### config.mk
export PLATFORM = sky130hd
export DESIGN_NAME = player_input_scheduler
export DESIGN_NICKNAME = d
export VERILOG_FILES = /design/src/rtl/input_sched_pkg.sv /design/src/rtl/ps2_event_fifo.sv /design/src/rtl/player_input_scheduler.sv
export SDC_FILE = /design/constraint.sdc
export NUM_CORES = 1
export LEC_CHECK = 0
export BUFFER_PORTS_ARGS = -buffer_cell sky130_fd_sc_hd__buf_2
export CAP_MARGIN = 10
export CORE_UTILIZATION = 55
export DETAILED_ROUTE_END_ITERATION = 10
export HOLD_SLACK_MARGIN = 0.12
export PLACE_DENSITY = 0.78
export SYNTH_ARGS = -nofsm -noshare
export SYNTH_HDL_FRONTEND = slang
export SYNTH_SLANG_ARGS = --single-unit
export TNS_END_PERCENT = 50
### constraint.sdc
create_clock -name Clk -period 3.1 [get_ports Clk]
set_input_delay 0.62 -clock Clk [delete_from_list [all_inputs] [get_ports Clk]]
set_output_delay 0.62 -clock Clk [all_outputs]
set_load 0.05 [all_outputs]
### src/rtl/input_sched_pkg.sv
// input_sched_pkg: shared direction/state types, keycodes and direction priority helper
package input_sched_pkg;
  typedef enum logic [1:0] {DIR_UP, DIR_RIGHT, DIR_DOWN, DIR_LEFT} dir_t;
  typedef enum logic [1:0] {IDLE, SCAN, WRITE} sched_state_t;
  localparam logic [7:0] PS2_W = 8'h1D;
  localparam logic [7:0] PS2_D = 8'h23;
  localparam logic [7:0] PS2_S = 8'h1B;
  localparam logic [7:0] PS2_A = 8'h1C;
  localparam logic [7:0] HID_UP = 8'h52;
  localparam logic [7:0] HID_RIGHT = 8'h4F;
  localparam logic [7:0] HID_DOWN = 8'h51;
  localparam logic [7:0] HID_LEFT = 8'h50;
  function automatic dir_t pick_dir(input logic [3:0] h);
    return h[0] ? DIR_UP : h[1] ? DIR_RIGHT : h[2] ? DIR_DOWN : h[3] ? DIR_LEFT : DIR_UP;
  endfunction
endpackage

### src/rtl/ps2_event_fifo.sv
// ps2_event_fifo: {make,code} event queue with full/empty and drop-on-full strobe
module ps2_event_fifo #(
  parameter int DEPTH = 4
) (
  input  logic       clk,
  input  logic       rst,
  input  logic       push,
  input  logic       pop,
  input  logic [8:0] din,
  output logic [8:0] dout,
  output logic       full,
  output logic       empty,
  output logic       drop
);
  localparam int AW = $clog2(DEPTH);
  logic [8:0] mem [DEPTH];
  logic [AW:0] wp, rp;
  logic do_pop, do_push;
  assign empty = wp == rp;
  assign full = (wp[AW] != rp[AW]) && (wp[AW-1:0] == rp[AW-1:0]);
  assign do_pop = pop & ~empty;
  assign do_push = push & (~full | do_pop);
  assign drop = push & ~do_push;
  assign dout = mem[rp[AW-1:0]];
  always_ff @(posedge clk) begin
    if (do_push) mem[wp[AW-1:0]] <= din;
  end
  always_ff @(posedge clk) begin
    if (rst) begin
      wp <= '0;
      rp <= '0;
    end else begin
      if (do_push) wp <= wp + 1'b1;
      if (do_pop) rp <= rp + 1'b1;
    end
  end
endmodule

### src/rtl/player_input_scheduler.sv
// player_input_scheduler: PS/2 held-key table + USB keycodes -> per-frame player moves; INPUT_SCHED_HOLDOFF_EN enables move repeat holdoff
module player_input_scheduler
  import input_sched_pkg::*;
#(
  parameter int FIFO_DEPTH = 4,
  parameter int NSLOTS = 4,
  parameter int HOLDOFF_FRAMES = 8
) (
  input  logic                Clk,
  input  logic                Reset,
  input  logic                frame_clk,
  input  logic [7:0]          ps2_code,
  input  logic                ps2_valid,
  input  logic                ps2_make,
  input  logic [31:0]         usb_keycode,
  output logic                p1_move,
  output logic [1:0]          p1_dir,
  output logic                p2_move,
  output logic [1:0]          p2_dir,
  output logic [8*NSLOTS-1:0] held_keys,
  output logic                overflow
);
  localparam int IW = $clog2(NSLOTS);
  if ((FIFO_DEPTH & (FIFO_DEPTH - 1)) != 0 || FIFO_DEPTH < 2 || NSLOTS < 2 || HOLDOFF_FRAMES < 1) begin : g_bad_param
    $error("player_input_scheduler: illegal parameter set");
  end
  sched_state_t state, state_nx;
  logic [8:0] fd, ev;
  logic fempty, ffull, fdrop, pop;
  logic [IW-1:0] idx, midx, eidx;
  logic match_f, empty_f;
  logic [7:0] slot [NSLOTS];
  logic [2:0] fsync;
  logic tick;
  logic [3:0] h1, h2;
  logic [1:0] any, mv;
  dir_t nd [2];
  dir_t dr [2];
  ps2_event_fifo #(.DEPTH(FIFO_DEPTH)) u_fifo (
    .clk(Clk),
    .rst(Reset),
    .push(ps2_valid),
    .pop(pop),
    .din({ps2_make, ps2_code}),
    .dout(fd),
    .full(ffull),
    .empty(fempty),
    .drop(fdrop)
  );
  always_ff @(posedge Clk) begin
    if (Reset) begin
      fsync <= '0;
      tick <= 1'b0;
    end else begin
      fsync <= {fsync[1:0], frame_clk};
      tick <= fsync[1] & ~fsync[2];
    end
  end
  always_ff @(posedge Clk) begin
    if (Reset) state <= IDLE;
    else state <= state_nx;
  end
  always_comb begin
    state_nx = state;
    pop = 1'b0;
    case (state)
      IDLE: begin
        pop = ~fempty;
        state_nx = fempty ? IDLE : SCAN;
      end
      SCAN: state_nx = (idx == IW'(NSLOTS - 1)) ? WRITE : SCAN;
      default: state_nx = IDLE;
    endcase
  end
  always_ff @(posedge Clk) begin
    if (Reset) begin
      ev <= '0;
      idx <= '0;
      midx <= '0;
      eidx <= '0;
      match_f <= 1'b0;
      empty_f <= 1'b0;
      overflow <= 1'b0;
      for (int s = 0; s < NSLOTS; s++) slot[s] <= '0;
    end else begin
      if (fdrop) overflow <= 1'b1;
      case (state)
        IDLE: if (pop) begin
          ev <= fd;
          idx <= '0;
          match_f <= 1'b0;
          empty_f <= 1'b0;
        end
        SCAN: begin
          idx <= idx + 1'b1;
          if (!match_f && ev[7:0] != 8'h00 && slot[idx] == ev[7:0]) begin
            match_f <= 1'b1;
            midx <= idx;
          end
          if (!empty_f && slot[idx] == 8'h00) begin
            empty_f <= 1'b1;
            eidx <= idx;
          end
        end
        WRITE: if (ev[7:0] != 8'h00) begin
          if (ev[8] && !match_f && empty_f) slot[eidx] <= ev[7:0];
          if (ev[8] && !match_f && !empty_f) overflow <= 1'b1;
          if (!ev[8] && match_f) slot[midx] <= 8'h00;
        end
        default: ;
      endcase
    end
  end
  for (genvar i = 0; i < NSLOTS; i++) begin : g_held
    assign held_keys[8*i +: 8] = slot[i];
  end
  always_comb begin
    h1 = '0;
    h2 = '0;
    for (int s = 0; s < NSLOTS; s++) begin
      h1 |= {slot[s] == PS2_A, slot[s] == PS2_S, slot[s] == PS2_D, slot[s] == PS2_W};
    end
    for (int b = 0; b < 4; b++) begin
      h2 |= {usb_keycode[8*b +: 8] == HID_LEFT, usb_keycode[8*b +: 8] == HID_DOWN,
             usb_keycode[8*b +: 8] == HID_RIGHT, usb_keycode[8*b +: 8] == HID_UP};
    end
    any = {|h2, |h1};
    nd[0] = pick_dir(h1);
    nd[1] = pick_dir(h2);
  end
`ifdef INPUT_SCHED_HOLDOFF_EN
  localparam int HW = $clog2(HOLDOFF_FRAMES + 1);
  logic [HW-1:0] cnt [2];
  logic [1:0] active;
  always_ff @(posedge Clk) begin
    if (Reset) begin
      mv <= '0;
      active <= '0;
      for (int p = 0; p < 2; p++) begin
        dr[p] <= DIR_UP;
        cnt[p] <= '0;
      end
    end else begin
      mv <= '0;
      for (int p = 0; p < 2; p++) begin
        if (tick && any[p]) begin
          active[p] <= 1'b1;
          if (!active[p] || nd[p] != dr[p] || cnt[p] == HW'(HOLDOFF_FRAMES - 1)) begin
            mv[p] <= 1'b1;
            dr[p] <= nd[p];
            cnt[p] <= '0;
          end else cnt[p] <= cnt[p] + 1'b1;
        end else if (tick) begin
          active[p] <= 1'b0;
          cnt[p] <= '0;
        end
      end
    end
  end
`else
  always_ff @(posedge Clk) begin
    if (Reset) begin
      mv <= '0;
      for (int p = 0; p < 2; p++) dr[p] <= DIR_UP;
    end else begin
      mv <= tick ? any : 2'b00;
      for (int p = 0; p < 2; p++) if (tick && any[p]) dr[p] <= nd[p];
    end
  end
`endif
  assign p1_move = mv[0];
  assign p2_move = mv[1];
  assign p1_dir = dr[0];
  assign p2_dir = dr[1];
endmodule
# == After elaboration in Yosys (flattened, before gate mapping) ==
# Memory sizes are Yosys's and may differ from the RTL's. A register that Yosys moved wholly into a read port is not among the register bits.
# Index checks and enable logic that the tools add are counted.
# W data, S select, Z words.
# op_classes
n_addsub,3
eq_ne,42
n_mux,53
n_bitwise,18
n_reduce_logical,28
# op_table
op,n
$eq A8 B7 Y1 const B,16
$eq A8 B5 Y1 const B,12
$eq A8 B6 Y1 const B,4
$mux W2,16
$mux W1,31
$or A4 B4 Y4,6
$mux W8,2
$reduce_or A8 Y1,2
$logic_and A1 B1 Y1,10
$eq A8 B8 Y1,1
$logic_not A8 Y1,1
$pmux W2 S2,2
$reduce_and A2 Y1,4
$reduce_bool A8 Y1,1
$reduce_or A4 Y1,2
$add A3 B1 Y3 const B,2
$reduce_and A3 Y1,2
$not A1 Y1,5
$and A1 B1 Y1,4
$eq A2 B2 Y1 const B,2
$ne A2 B2 Y1 const B,2
$pmux W1 S2,2
$eq A3 B3 Y1,1
$logic_not A1 Y1,3
other kinds (9),11
# word_totals
ff_bits,23
ramBits,72
inputBits,45
output_inout_bits,39
elab_cells,159
mem_count,3
# memory_table
memory,words,width,rd,rd_clocked_by_memory_dff,write_ports,line_no,rtl
u_fifo.mem,4,9,1,1,1,ps2_event_fifo.sv:16,logic [8:0] mem [DEPTH];
slot,4,8,5,1,4,player_input_scheduler.sv:32,logic [7:0] slot [NSLOTS];
dr,2,2,2,0,2,player_input_scheduler.sv:38,dir_t dr [2];

# == Depth between registers and ports, before layout ==
# depth
ltp_word,12
ltp_mapped,8
mapped_depth_nobuf,6

# == By module ==
# A second synthesis with hierarchy kept.
# hier_totals
hier_cells,421
area_unflattened_um2,5216.3
# by_module_without_submodules
module,n_inst,cells_each,area_each_um2,seq_area_each_um2
player_input_scheduler,1,318,3372.0,1641.6
ps2_event_fifo,1,103,1844.3,1241.2

# == Least setup slack after synthesis ==
# OpenSTA, ideal clock, no wires.
# synth_path
path_kind,input -> register
startpoint,input usb_keycode[15]
endpoint,"memory dr[0][2] (netlist name), enable pin"
setup_ns,0.292
arrival_time_ns,2.049
t_required_ns,2.808
setup_slack_ns,0.759
path_stages,6
n_path_buf,0
cell_sequence,or3b_2 > or4_1 > nand4_1 > nor2b_1 > a21oi_1 > or2_2
# synth_rtl
element,line_no,rtl
start: declaration,player_input_scheduler.sv:15,"input logic [31:0] usb_keycode,"
end: declaration,player_input_scheduler.sv:38,

==> results.txt <==
----------------------------------------------------
[STA]
  Share of the clock period used by the worst path after layout ... 82.70%
  Number of hold violations in the final report ... 0
  Unrepaired setup endpoints after global routing ... false
  Timing-limited maximum frequency ... about 390 MHz
  Max-Slew Margin vs Limit ... a little under 50%
  Pins Over Slew Limit ... 0
  Setup TNS ... 0 ps
  Final setup skew ... between 10 and 15 ps
  Shortest clock period the worst path allows after layout ... approximately 2600 ps
  Worst-Margin Slew ... around 770 ps
  # setup viols final ... 0

[Setup path]
  Slowest stage cell, crit path ... sky130_fd_sc_hd__or4_1
  Maximum cell stage delay along the critical path ... slightly above 600 ps
  Kind of capture point of the worst setup path ... register
  Largest driver fanout on the critical path ... 9
  Classification of the worst setup path ... reg2reg
  Buffers & Inverters on Critical Path ... 0
  CP Data Arrival Time ... about 2600 ps
  Cells along the critical path ... or4_1, o2111ai_2, o21ai_0, o22ai_1, o21ba_2, or2_1
  Critical Path Source Type ... register
  CP Data Required Time ... roughly 3200 ps
  Kind of cell with the highest combined delay on the critical path ... simple AND/OR/NAND/NOR gates

[Finish]
  Leading cell type in the layout, fill and taps excluded ... sky130_fd_sc_hd__buf_2
  Highest-count cells in the layout ignoring fill and taps ... 83 x sky130_fd_sc_hd__buf_2, 72 x sky130_fd_sc_hd__edfxtp_1, 41 x sky130_fd_sc_hd__nor2_1
  Fin area ... about 5700 sq um
  Layout area overhead ... 14.97%
  Fill count ... 680
  Fraction of final layout cells sized beyond drive strength 1 ... 25.41%
  Number of nets in the finished design ... about 540
  Antenna fix cells ... 0

[Synth]
  Number of nets produced by synthesis ... roughly 450
  Mean area per synthesized cell ... approximately 13 sq um
  Total of flip-flops plus latches after synthesis ... 106
  Number of enable-type register cells in the synthesized netlist ... 72
  Gate count of the mapped netlist ... around 400
  Synth warn ... 0
  Yosys cell types ... 53
  Share of the yosys chip area belonging to registers ... between 50% and 60%
  Dominant register cell in the synthesized netlist ... sky130_fd_sc_hd__edfxtp_1
  Post-synthesis instance area ... 4981 sq um
  Share of flip-flops with an asynchronous set or reset after synthesis ... 0%

[Power and ir drop]
  Largest vdd supply drop ... about 0.35 mV
  Power Total ... between 0.003 and 0.004 W
  Power Dens Cells ... around 600 nW/um^2
  Leakage power of the design ... around 2.3 nW

[Detailed routing]
  Drt pass-1 iters ... 5
  Routed length on met3 ... ~640 um
  Average routed wire per standard cell ... between 15 and 20 um
  Post-Route M1 WL ... 4321 um
  Highest routed metal layer ... met4
  Per-cell via count in the routed design ... between 5 and 6
  DRT Wirelength ... 10620 um
  Number of antenna-violating nets in the routed design ... 0
  DR iter-0 viols ... about 210
  Met2 Wirelength ... ~5400 um
  Via count ... 3584
  Post-route DRC ... 0

[CTS]
  Number of hold-repair buffers added at the cts stage ... 0
  Post-cts repair resize count ... 0
  Clock slew at the register clock pins of the worst setup and hold paths ... 100 ps
  Number of clock sinks seen by CTS ... 106
  TritonCTS clock tree ... done
  Number of CTS-inserted buffers ... 9
  Clk Latency, worst-skew pair ... approximately 370 ps
  Root buffer selected by CTS ... sky130_fd_sc_hd__clkbuf_8
  Post-CTS Setup Inserts ... 0
  Deepest level of the CTS H-tree ... 3
  Deepest clock path buffer count ... 2

[Min path]
  Worst Hold Class ... reg2reg

[Global route]
  Number of antenna violations at the first check in global routing ... 0
  Grt ovf ... 0
  Largest net degree at the start of global routing ... 33
  Number of global-route vias before repair ... about 3500
  GRT Util Overall ... around a quarter
  Wire length of the first global-routing pass ... 17460 um

[Floorplan]
  Effective utilization at floorplan ... between 50% and 60%
  Full die area ... 9441 sq um
  Die H ... approximately 97 um
  # rows ... 34
  Die width ... 97.17 um
  Core Area ... 8763 sq um
  Top-level port count ... 84

[Status]
  Result of the run ... complete, no violations

[Placed design]
  Placed wire-length estimate ... slightly below 8000 um
  Placement Cell Area ... roughly 5500 sq um
  Count of input and output buffers ... slightly above 80
  Final weighted congestion in routability-driven placement ... around 0.93

[Job]
  Reported max-cap violation count ... 0

----------------------------------------------------
registers in the layout, indices dropped and copies added (netlist names), named ones only:
register	count
ev	9
u_fifo.mem	36
empty_f	1
overflow	1
slot	32
u_fifo.wp	3
idx	2
u_fifo.rp	3
fsync	3
dr	4
mv	2
tick	1
eidx	2
match_f	1
state	2
midx	2
path summary, 6_finish.rpt:
check	slack, ps	cells after the start	from	end
max	540	6	ev[0]	slot[2][3]
min	400	1	fsync[2]	tick
max reg2reg	540	6	ev[0]	slot[2][3]
min reg2reg	400	1	fsync[2]	tick
layout make-up:
type / count / area [sq um] / area share (%)
well taps: 108 / 135.1 / 2.360
repair buffers: 89 / 460.4 / 8.040
clock inverters: 7 / 71.32 / 1.245
multi-input cells: 268 / 2044 / 35.70
flip-flops and latches: 106 / 2843 / 49.64
clock buffers: 9 / 123.9 / 2.163
inverters: 13 / 48.80 / 0.8521
through the flow:
| step | setup slack (ps) | hold WS (ps) | utilization (%) | instances |
|---|---|---|---|---|
| 2_1_floorplan | 759.2 | 367.4 | - | 397 |
| 3_3_place_gp | 582.3 | 371.9 | 63.12 | 584 |
| 3_5_place_dp | 417.4 | 387.5 | 63.12 | 584 |
| 4_1_cts | 537.5 | 400.0 | 65.35 | 600 |
| 5_1_grt | 343.0 | 422.0 | 65.35 | 600 |
| 6_report | 536.2 | 399.2 | 65.35 | 600 |
per-layer routing:
metal | vias up | track usage [%]
li1 | 1677 | -
met1 | 1720 | 29.32
met2 | 163 | 41.44
met3 | 24 | 5.396
met4 | 0 | 8.611
met5 | - | 0
report_power, final:
group / total [W] / switching (W) / internal (W) / leakage, nW
Clock: 0.000818 / 0.000503 / 0.000314 / 0.0991
Sequential: 0.00175 / 0.000116 / 0.00163 / 0.979
Combinational: 0.000861 / 0.000476 / 0.000385 / 1.17
cell families (layout without fill, tap and decap cells):
logic type | Yosys count | after routing | share of synthesized area, %
XOR/XNOR | 15 | 15 | 2.637
multiplexers | 32 | 32 | 11.23
adder cells (fa/ha/maj) | 6 | 6 | 1.507
flip-flops | 106 | 106 | 57.07
AND/OR/NAND/NOR | 182 | 182 | 20.92
AO/OA/AOI/OAI | 33 | 33 | 4.748
buffers and inverters | 23 | 118 | 1.884
cell usage after synthesis, drive strengths merged, types with 5 or more instances:
| cell type | n | area, sq um |
|---|---|---|
| edfxtp | 72 | 2162 |
| nor2b | 9 | 56.30 |
| a21oi | 9 | 45.04 |
| nand2 | 17 | 63.81 |
| nor3 | 22 | 121.4 |
| nand2b | 14 | 87.58 |
| nand4 | 6 | 37.54 |
| ha | 6 | 75.07 |
| mux4 | 17 | 409.2 |
| clkbuf | 7 | 26.28 |
| nor4 | 13 | 81.33 |
| nand3b | 5 | 37.54 |
| dfxtp | 34 | 680.7 |
| nor2 | 41 | 153.9 |
| xnor2 | 11 | 96.34 |
| inv | 13 | 48.80 |
| and2 | 20 | 125.1 |
| or4 | 7 | 56.30 |
| mux2i | 15 | 150.1 |
Note: power is estimated with default switching activity, not from simulation.
